$ cat src/rtl/stack_pkg.sv
// stack_pkg: shared constants and types for the operand stack.
//   STACK_WIDTH / STACK_DEPTH : default entry width and entry count
//   sp_t                      : stack pointer type (holds 0..STACK_DEPTH)
//   stack_op_e                : operation decoded from {push, pop}
package stack_pkg;

  localparam int STACK_WIDTH = 8;
  localparam int STACK_DEPTH = 8;

  typedef logic [$clog2(STACK_DEPTH+1)-1:0] sp_t;

  // Encoding matches the {push, pop} strobe pair directly.
  typedef enum logic [1:0] {
    OP_NONE = 2'b00,
    OP_PUSH = 2'b10,
    OP_POP  = 2'b01,
    OP_REPL = 2'b11
  } stack_op_e;

endpackage

$ cat src/rtl/stack_mem.sv
// stack_mem: DEPTH x WIDTH register array behind the operand stack.
//   clk, rst       : clock and synchronous active-high reset (clears every entry)
//   we, waddr, wdata : synchronous write port
//   sp             : current entry count, selects the read ports
//   tos            : mem[sp-1], or 0 when sp == 0 (combinational)
//   nos            : mem[sp-2], or 0 when sp < 2 (only with STACK_NOS_EN)
// Optional feature macro: STACK_NOS_EN.
module stack_mem
  import stack_pkg::*;
#(
  parameter int WIDTH = STACK_WIDTH,
  parameter int DEPTH = STACK_DEPTH,
  parameter int SPW   = $clog2(DEPTH+1)
) (
  input  logic             clk,
  input  logic             rst,
  input  logic             we,
  input  logic [SPW-1:0]   waddr,
  input  logic [WIDTH-1:0] wdata,
  input  logic [SPW-1:0]   sp,
  output logic [WIDTH-1:0] tos
`ifdef STACK_NOS_EN
  ,
  output logic [WIDTH-1:0] nos
`endif
);

  logic [WIDTH-1:0] mem_reg [DEPTH];
  logic [DEPTH-1:0] wsel;

  // One-hot write select per entry; addresses are compared at SPW bits so
  // no out-of-range array index is ever formed.
  for (genvar gi = 0; gi < DEPTH; gi++) begin : g_wsel
    assign wsel[gi] = we && (waddr == SPW'(gi));
  end

  always_ff @(posedge clk) begin
    for (int i = 0; i < DEPTH; i++) begin
      if (rst) begin
        mem_reg[i] <= '0;
      end else if (wsel[i]) begin
        mem_reg[i] <= wdata;
      end
    end
  end

  // Read muxes decode sp directly; sp == 0 matches no entry and yields 0.
  always_comb begin
    tos = '0;
    for (int i = 0; i < DEPTH; i++) begin
      if (sp == SPW'(i + 1)) tos = mem_reg[i];
    end
  end

`ifdef STACK_NOS_EN
  always_comb begin
    nos = '0;
    for (int i = 0; i < DEPTH - 1; i++) begin
      if (sp == SPW'(i + 2)) nos = mem_reg[i];
    end
  end
`endif

endmodule

$ cat src/rtl/stack_unit.sv
// stack_unit: hardware operand stack for the 8-bit stack-machine datapath.
//   clk, rst   : clock and synchronous active-high reset
//   push, pop  : single-cycle operation strobes from control
//   din        : data to push (stack_src mux output)
//   err_clr    : clears the sticky error flags
//   tos, sp    : top-of-stack value and current entry count
//   empty, full: sp == 0 / sp == DEPTH
//   err_ovf    : sticky, push attempted while full
//   err_unf    : sticky, pop (or push+pop) attempted while empty
//   nos        : next-on-stack value (only with STACK_NOS_EN)
// Optional feature macro: STACK_NOS_EN.
module stack_unit
  import stack_pkg::*;
#(
  parameter int WIDTH = STACK_WIDTH,
  parameter int DEPTH = STACK_DEPTH
) (
  input  logic                       clk,
  input  logic                       rst,
  input  logic                       push,
  input  logic                       pop,
  input  logic [WIDTH-1:0]           din,
  input  logic                       err_clr,
  output logic [WIDTH-1:0]           tos,
  output logic [$clog2(DEPTH+1)-1:0] sp,
  output logic                       empty,
  output logic                       full,
  output logic                       err_ovf,
  output logic                       err_unf
`ifdef STACK_NOS_EN
  ,
  output logic [WIDTH-1:0]           nos
`endif
);

  localparam int SPW = $clog2(DEPTH+1);

  logic [SPW-1:0] sp_reg, sp_next;
  logic           err_ovf_reg, err_unf_reg;
  logic           ovf_set, unf_set;
  logic           we;
  logic [SPW-1:0] waddr;
  stack_op_e      op;

  assign op    = stack_op_e'({push, pop});
  assign empty = (sp_reg == '0);
  assign full  = (sp_reg == SPW'(DEPTH));

  always_comb begin
    sp_next = sp_reg;
    we      = 1'b0;
    waddr   = sp_reg;
    ovf_set = 1'b0;
    unf_set = 1'b0;
    case (op)
      OP_PUSH: begin
        if (!full) begin
          we      = 1'b1;
          sp_next = sp_reg + SPW'(1);
        end else begin
          ovf_set = 1'b1;
        end
      end
      OP_POP: begin
        // Vacated entry keeps stale data; tos never exposes it.
        if (!empty) sp_next = sp_reg - SPW'(1);
        else        unf_set = 1'b1;
      end
      OP_REPL: begin
        if (!empty) begin
          we    = 1'b1;
          waddr = sp_reg - SPW'(1);
        end else begin
          // Nothing to pop: the push still lands in entry 0 (waddr = sp = 0).
          we      = 1'b1;
          sp_next = SPW'(1);
          unf_set = 1'b1;
        end
      end
      default: ;
    endcase
  end

  always_ff @(posedge clk) begin
    if (rst) begin
      sp_reg      <= '0;
      err_ovf_reg <= 1'b0;
      err_unf_reg <= 1'b0;
    end else begin
      sp_reg      <= sp_next;
      // A new error outranks a simultaneous clear.
      err_ovf_reg <= ovf_set | (err_ovf_reg & ~err_clr);
      err_unf_reg <= unf_set | (err_unf_reg & ~err_clr);
    end
  end

  assign sp      = sp_reg;
  assign err_ovf = err_ovf_reg;
  assign err_unf = err_unf_reg;

  stack_mem #(
    .WIDTH (WIDTH),
    .DEPTH (DEPTH),
    .SPW   (SPW)
  ) u_mem (
    .clk   (clk),
    .rst   (rst),
    .we    (we),
    .waddr (waddr),
    .wdata (din),
    .sp    (sp_reg),
    .tos   (tos)
`ifdef STACK_NOS_EN
    ,
    .nos   (nos)
`endif
  );

endmodule
$ cat config.mk
export PLATFORM = sky130hd
export DESIGN_NAME = stack_unit
export DESIGN_NICKNAME = d
export VERILOG_FILES = /design/src/rtl/stack_pkg.sv /design/src/rtl/stack_mem.sv /design/src/rtl/stack_unit.sv
export SDC_FILE = /design/constraint.sdc
export NUM_CORES = 1
export LEC_CHECK = 0
export CAP_MARGIN = 10
export CORE_MARGIN = 2
export CORE_UTILIZATION = 61
export CTS_BUF_LIST = sky130_fd_sc_hd__clkbuf_4
export DETAILED_ROUTE_END_ITERATION = 6
export PLACE_DENSITY = 0.88
export SLEW_MARGIN = 30
export SYNTH_ARGS = -nofsm -noshare
export SYNTH_HDL_FRONTEND = slang
export SYNTH_HIERARCHICAL = 1
export SYNTH_SLANG_ARGS = --single-unit
$ cat constraint.sdc
create_clock -name clk -period 4.05 [get_ports clk]
set_input_delay 1.0125 -clock clk [delete_from_list [all_inputs] [get_ports clk]]
set_output_delay 1.0125 -clock clk [all_outputs]
set_load 0.01 [all_outputs]
; Yosys cells after proc, flatten, opt, wreduce, memory -nomap -nowiden
; Memory sizes are Yosys's and may differ from the RTL's.
; Cells that the tools add are included.
[totals]
ff_bits = 6
latch_bits = 0
mem_bits_rw = 64
romBits = 0
elab_cells = 105
memories = 1
[memory_table]
columns = memory, words, word_bits, rd, rd_ports_with_merged_regs, write_ports, line
row1 = u_mem.mem_reg, 8, 8, 8, 0, 8, stack_mem.sv:28  ; logic [WIDTH-1:0] mem_reg [DEPTH];
[classes]
add_sub_neg = 2
multipliers = 0
n_div = 0
order_cmp = 0
eq_ne = 20
shift = 0
n_mux = 53
bitwise = 13
reduce_logical = 13
[ops]
columns = op, n
row1 = $mux W8, 16
row2 = $eq A4 B3 Y1 const B, 8
row3 = $mux W1, 31
row4 = $eq A4 B2 Y1 const B, 4
row5 = $mux W4, 4
row6 = $pmux W4 S3, 1
row7 = $or A1 B1 Y1, 10
row8 = $eq A4 B1 Y1 const B, 2
row9 = $logic_and A1 B1 Y1, 8
row10 = $logic_not A4 Y1, 2
row11 = $add A4 B1 Y4 const B, 1
row12 = $eq A2 B2 Y1 const B, 2
row13 = $eq A4 B4 Y1 const B, 1
row14 = $ne A2 B2 Y1 const B, 2
row15 = $sub A4 B1 Y4 const B, 1
row16 = $reduce_and A3 Y1, 1
row17 = $reduce_bool A3 Y1, 1
row18 = $and A1 B1 Y1, 2
row19 = $eq A2 B1 Y1 const B, 1
row20 = $pmux W1 S2, 1
row21 = $reduce_or A2 Y1, 1
row22 = $not A1 Y1, 1

; Logic depth before layout (Yosys ltp)
[depth]
word_depth = 9
ltp_mapped = 11

; Modules after synthesis
; Netlist, hierarchy kept.
[by_module_without_submodules]
columns = mod, n_inst, cells_each, area_each_um2, seq_area_each_um2
row1 = stack_mem, 1, 262, 3210.6, 1921.8
row2 = stack_unit, 1, 76, 568.0, 120.1

; Worst setup path after synthesis
; OpenSTA, ideal clock, no wires.
[synth_path]
kind = in2reg
startpoint = input port pop
endpoint = memory u_mem/mem_reg[1][0] in the netlist's numbering, enable pin
setup_ps = 387
arrival_time_ps = 2843
t_required_ps = 3663
path_slack_ps = 821
cell_stages = 6
n_path_buf = 2
path_cell_list = buf_4 -> clkbuf_1 -> nand2_1 -> o21ai_0 -> nand3b_1 -> o31ai_1
[synth_rtl]
columns = element, line
row1 = from (decl), stack_unit.sv:21  ; input logic pop,
row2 = to (decl), stack_mem.sv:28

; Worst setup path after layout
[layout_path]
startpoint = register sp_reg[1] (netlist: sp[1])
endpoint = output port tos[2]
[layout_between]
elab_chain_cells = 9
[layout_rtl]
columns = element, line
row1 = from (decl), stack_unit.sv:38  ; logic [SPW-1:0] sp_reg, sp_next;
row2 = from (signal assigned), stack_unit.sv:90  ; sp_reg <= sp_next;
row3 = $eq A4 B1 Y1, stack_mem.sv:51  ; if (sp == SPW'(i + 1)) tos = mem_reg[i];
row4 = $mux W8 (7 in a row), stack_mem.sv:51
row5 = $mux W8 *, stack_mem.sv:51
row6 = to (decl), stack_unit.sv:24  ; output logic [WIDTH-1:0] tos,
; Mark *: on every way between the ends. The rest lies on a longest branch, timed or not.

==> summary.txt <==
period utilization: 97.8%
Starting Density: 63.4%
CP Cell Sequence: buf_4 > a21oi_1 > a2111oi_0 > o21ai_0 > a31oi_1 > clkdlybuf4s50_1
Clock Sink Count: 70
Power per Cell Area: 541 mW/mm^2
GPL Wtd Cong: 0.924
r2r setup slk: 1.15 ns
hold path startpoint: err_unf
Max Fclk: 252 MHz
yosys warns: 6
fillcell total: 437
maximum number of pins on one net before global-route repair: 29
minimum clock period: 3.96 ns
initial antenna violation count: 0
Gate Count Post-Synth: 338
die area: 0.00684 mm^2
Slew @ Worst Pin: 0.712 ns
pre-CTS WS: 0.360 ns
final hold violations: 0
vias per cell: 6.11
CP required: 3.04 ns
mapped cell area: 0.00378 mm^2
async set or reset register ratio after synthesis: 0%
FF-to-FF End: u_mem/mem_reg[0][20]
Skew-Pair Late Insertion Delay: 0.41 ns
core area: 0.00596 mm^2
Placed Cells: 434
initial drt markers: 261
Slew Viols, Final: 0
remaining antenna violation count: 0
RSZ-0062 raised after global routing: false
root buffer cell: clkbuf_4
WP buf/inv: 2
most frequent cells in the layout: 65 x and2_1, 64 x edfxtp_1, 28 x clkdlybuf4s50_1
worst hold path cell count: 3
ys flop type: edfxtp_1
Hold EP: err_unf
IO buf count: 28
slew margin rel.: 52.4%
Worst Skew: 0.0218 ns
syn avg cell area: 11.2 um^2
post-synthesis sequential area ratio: 54.0%
max reg flops: 64
Critical-path top delay cell: a2111oi_0
Ports: 29
antenna fix cells: 0
first-pass GRT wire length: 12900 um
CP Class: reg2out
CTS HTree Levels: 3
Yosys reg bits: 70
maxcap violations: 0
final number of setup-violating endpoints: 0
layout cell share with drive strength beyond 1: 12.3%
number of global-route vias before repair: 2642
worst r2r src: sp[0]
Setup crit end kind: output port
final worst slack: 0.0871 ns
gr ovfl total: 0
max incr delay on CP: 0.62 ns
Num CTS Buffers: 9
# resized after CTS: 1
drt first pass iters: 4
DR vias: 2749
Leakage Power: 1.55 nW
Clock transition at path regs: 0.11 ns
hold buffer count at CTS: 0
Post-synth EDFFs: 64
CP top delay family: compound AO/OA/AOI/OAI gates
CP arrival: 2.95 ns
Area Overhead vs Synth: 12.7%
Syn Nets: 353
post-DP HPWL: 5710 um
CTS tree: built
worst reg2reg path depth: 9
number of nets in the final layout: 385
setup bufs post-CTS: 0
clock tree buffer depth: 2
std cell rows: 28
CP startpoint kind: register
final setup TNS: 0 ns
Die Y: 82.7 um
peak supply drop: 516 uV
Total GRT Usage: 26.3%
WHS: 0.602 ns
post-DR wirelength/cell: 18.1 um
Finished Layout Cells: 450
Die X-Extent: 82.7 um
library cells used by synthesis: 50
CP max FO: 19
Tightest Hold Check Type: reg2reg
leading cell type in the layout, fill and taps excluded: and2_1
Post-route DRC: 0
Design Power: 0.00230 W
status: finished clean
final WL: 8140 um
==> stage by stage <==
stage | utilization [%] | area, um^2
finish | 71.5 | 4260
global route | 71.5 | 4260
CTS | 71.5 | 4260
detailed placement | 69.2 | 4120
global placement | 69.2 | 4120
floorplan | - | 3780
==> how the worst max path moves through the flow <==
stage	depth (start not counted)	endpoint	start
finish	6	tos[2]	sp[1]
global route	6	tos[2]	sp[1]
CTS	6	tos[2]	sp[1]
detailed placement	5	tos[2]	sp[0]
global placement	5	tos[0]	sp[0]
floorplan	6	u_mem/mem_reg[1][0]	pop
==> layout make-up <==
cell class	instances	area, um^2	share of cell area, %
Clock buffer	12	90.1	2.12
Clock inverter	4	47.5	1.12
Inverter	11	41.3	0.970
Multi-Input combinational cell	238	1570	36.9
Sequential cell	70	2040	48.0
Tap cell	75	93.8	2.20
Timing Repair Buffer	40	370	8.70
==> synth_stat cells, types with 2 or more instances <==
master	count	area [um^2]
a21oi_1	20	100
edfxtp_1	64	1920
inv_1	7	26.3
buf_1	2	7.51
o22ai_1	9	56.3
nor2_1	19	71.3
nor3b_2	3	37.5
o21a_1	6	45.0
buf_6	3	33.8
mux2i_1	10	100
nor3_2	4	40.0
a211o_1	4	35.0
nand2_1	15	56.3
nor3_1	3	15.0
and2_1	65	407
a31oi_1	6	37.5
buf_4	3	22.5
buf_2	2	10.0
mux2_1	4	45.0
nand2b_1	2	12.5
ha_1	2	25.0
a2111oi_0	4	35.0
nand3b_1	2	15.0
o21ai_0	9	45.0
nand3_1	5	25.0
xnor2_1	2	17.5
clkbuf_1	8	30.0
o211ai_1	4	30.0
dfxtp_1	6	120
o21ai_1	9	45.0
a21o_1	2	15.0
a31o_2	2	17.5
or3_1	2	12.5
inv_2	4	15.0
o221a_1	4	45.0
a22oi_1	4	30.0
nor2b_1	5	31.3
==> worst register-to-register path, cell delays in order (launching register included) <==
cell and delay [ns]:
dfxtp_2 0.70, inv_1 0.19, ha_1 0.37, nand3b_4 0.15
nor2_1 0.07, nor2b_1 0.14, nor3b_2 0.33, nand2_1 0.18
nor2_1 0.44, and2_1 0.20
==> logic make-up after synthesis <==
group           after synthesis  synth area share (%)
simple gates                131                  21.0
mux                          15                  4.14
compound gates               87                  15.1
xor+xnor                      3                 0.695
fa+ha+maj                     2                 0.662
flops                        70                  54.0
buf+inv                      30                  4.37
==> per-layer routing <==
metal  up-vias  GRT usage [%]  routed length (um)
met3        16           5.76                 495
li1       1312              -                   -
met1      1331           33.1                3210
met5         -              0                   0
met2        90           44.0                4280
met4         0           11.3                 154
==> where the power goes <==
part	internal [W]	switching (W)	total, W
clock network	0.000208	0.000230	0.000438
registers	0.000888	0.0000715	0.000959
logic	0.000402	0.000506	0.000908
Note: power is estimated with default switching activity, not from simulation.
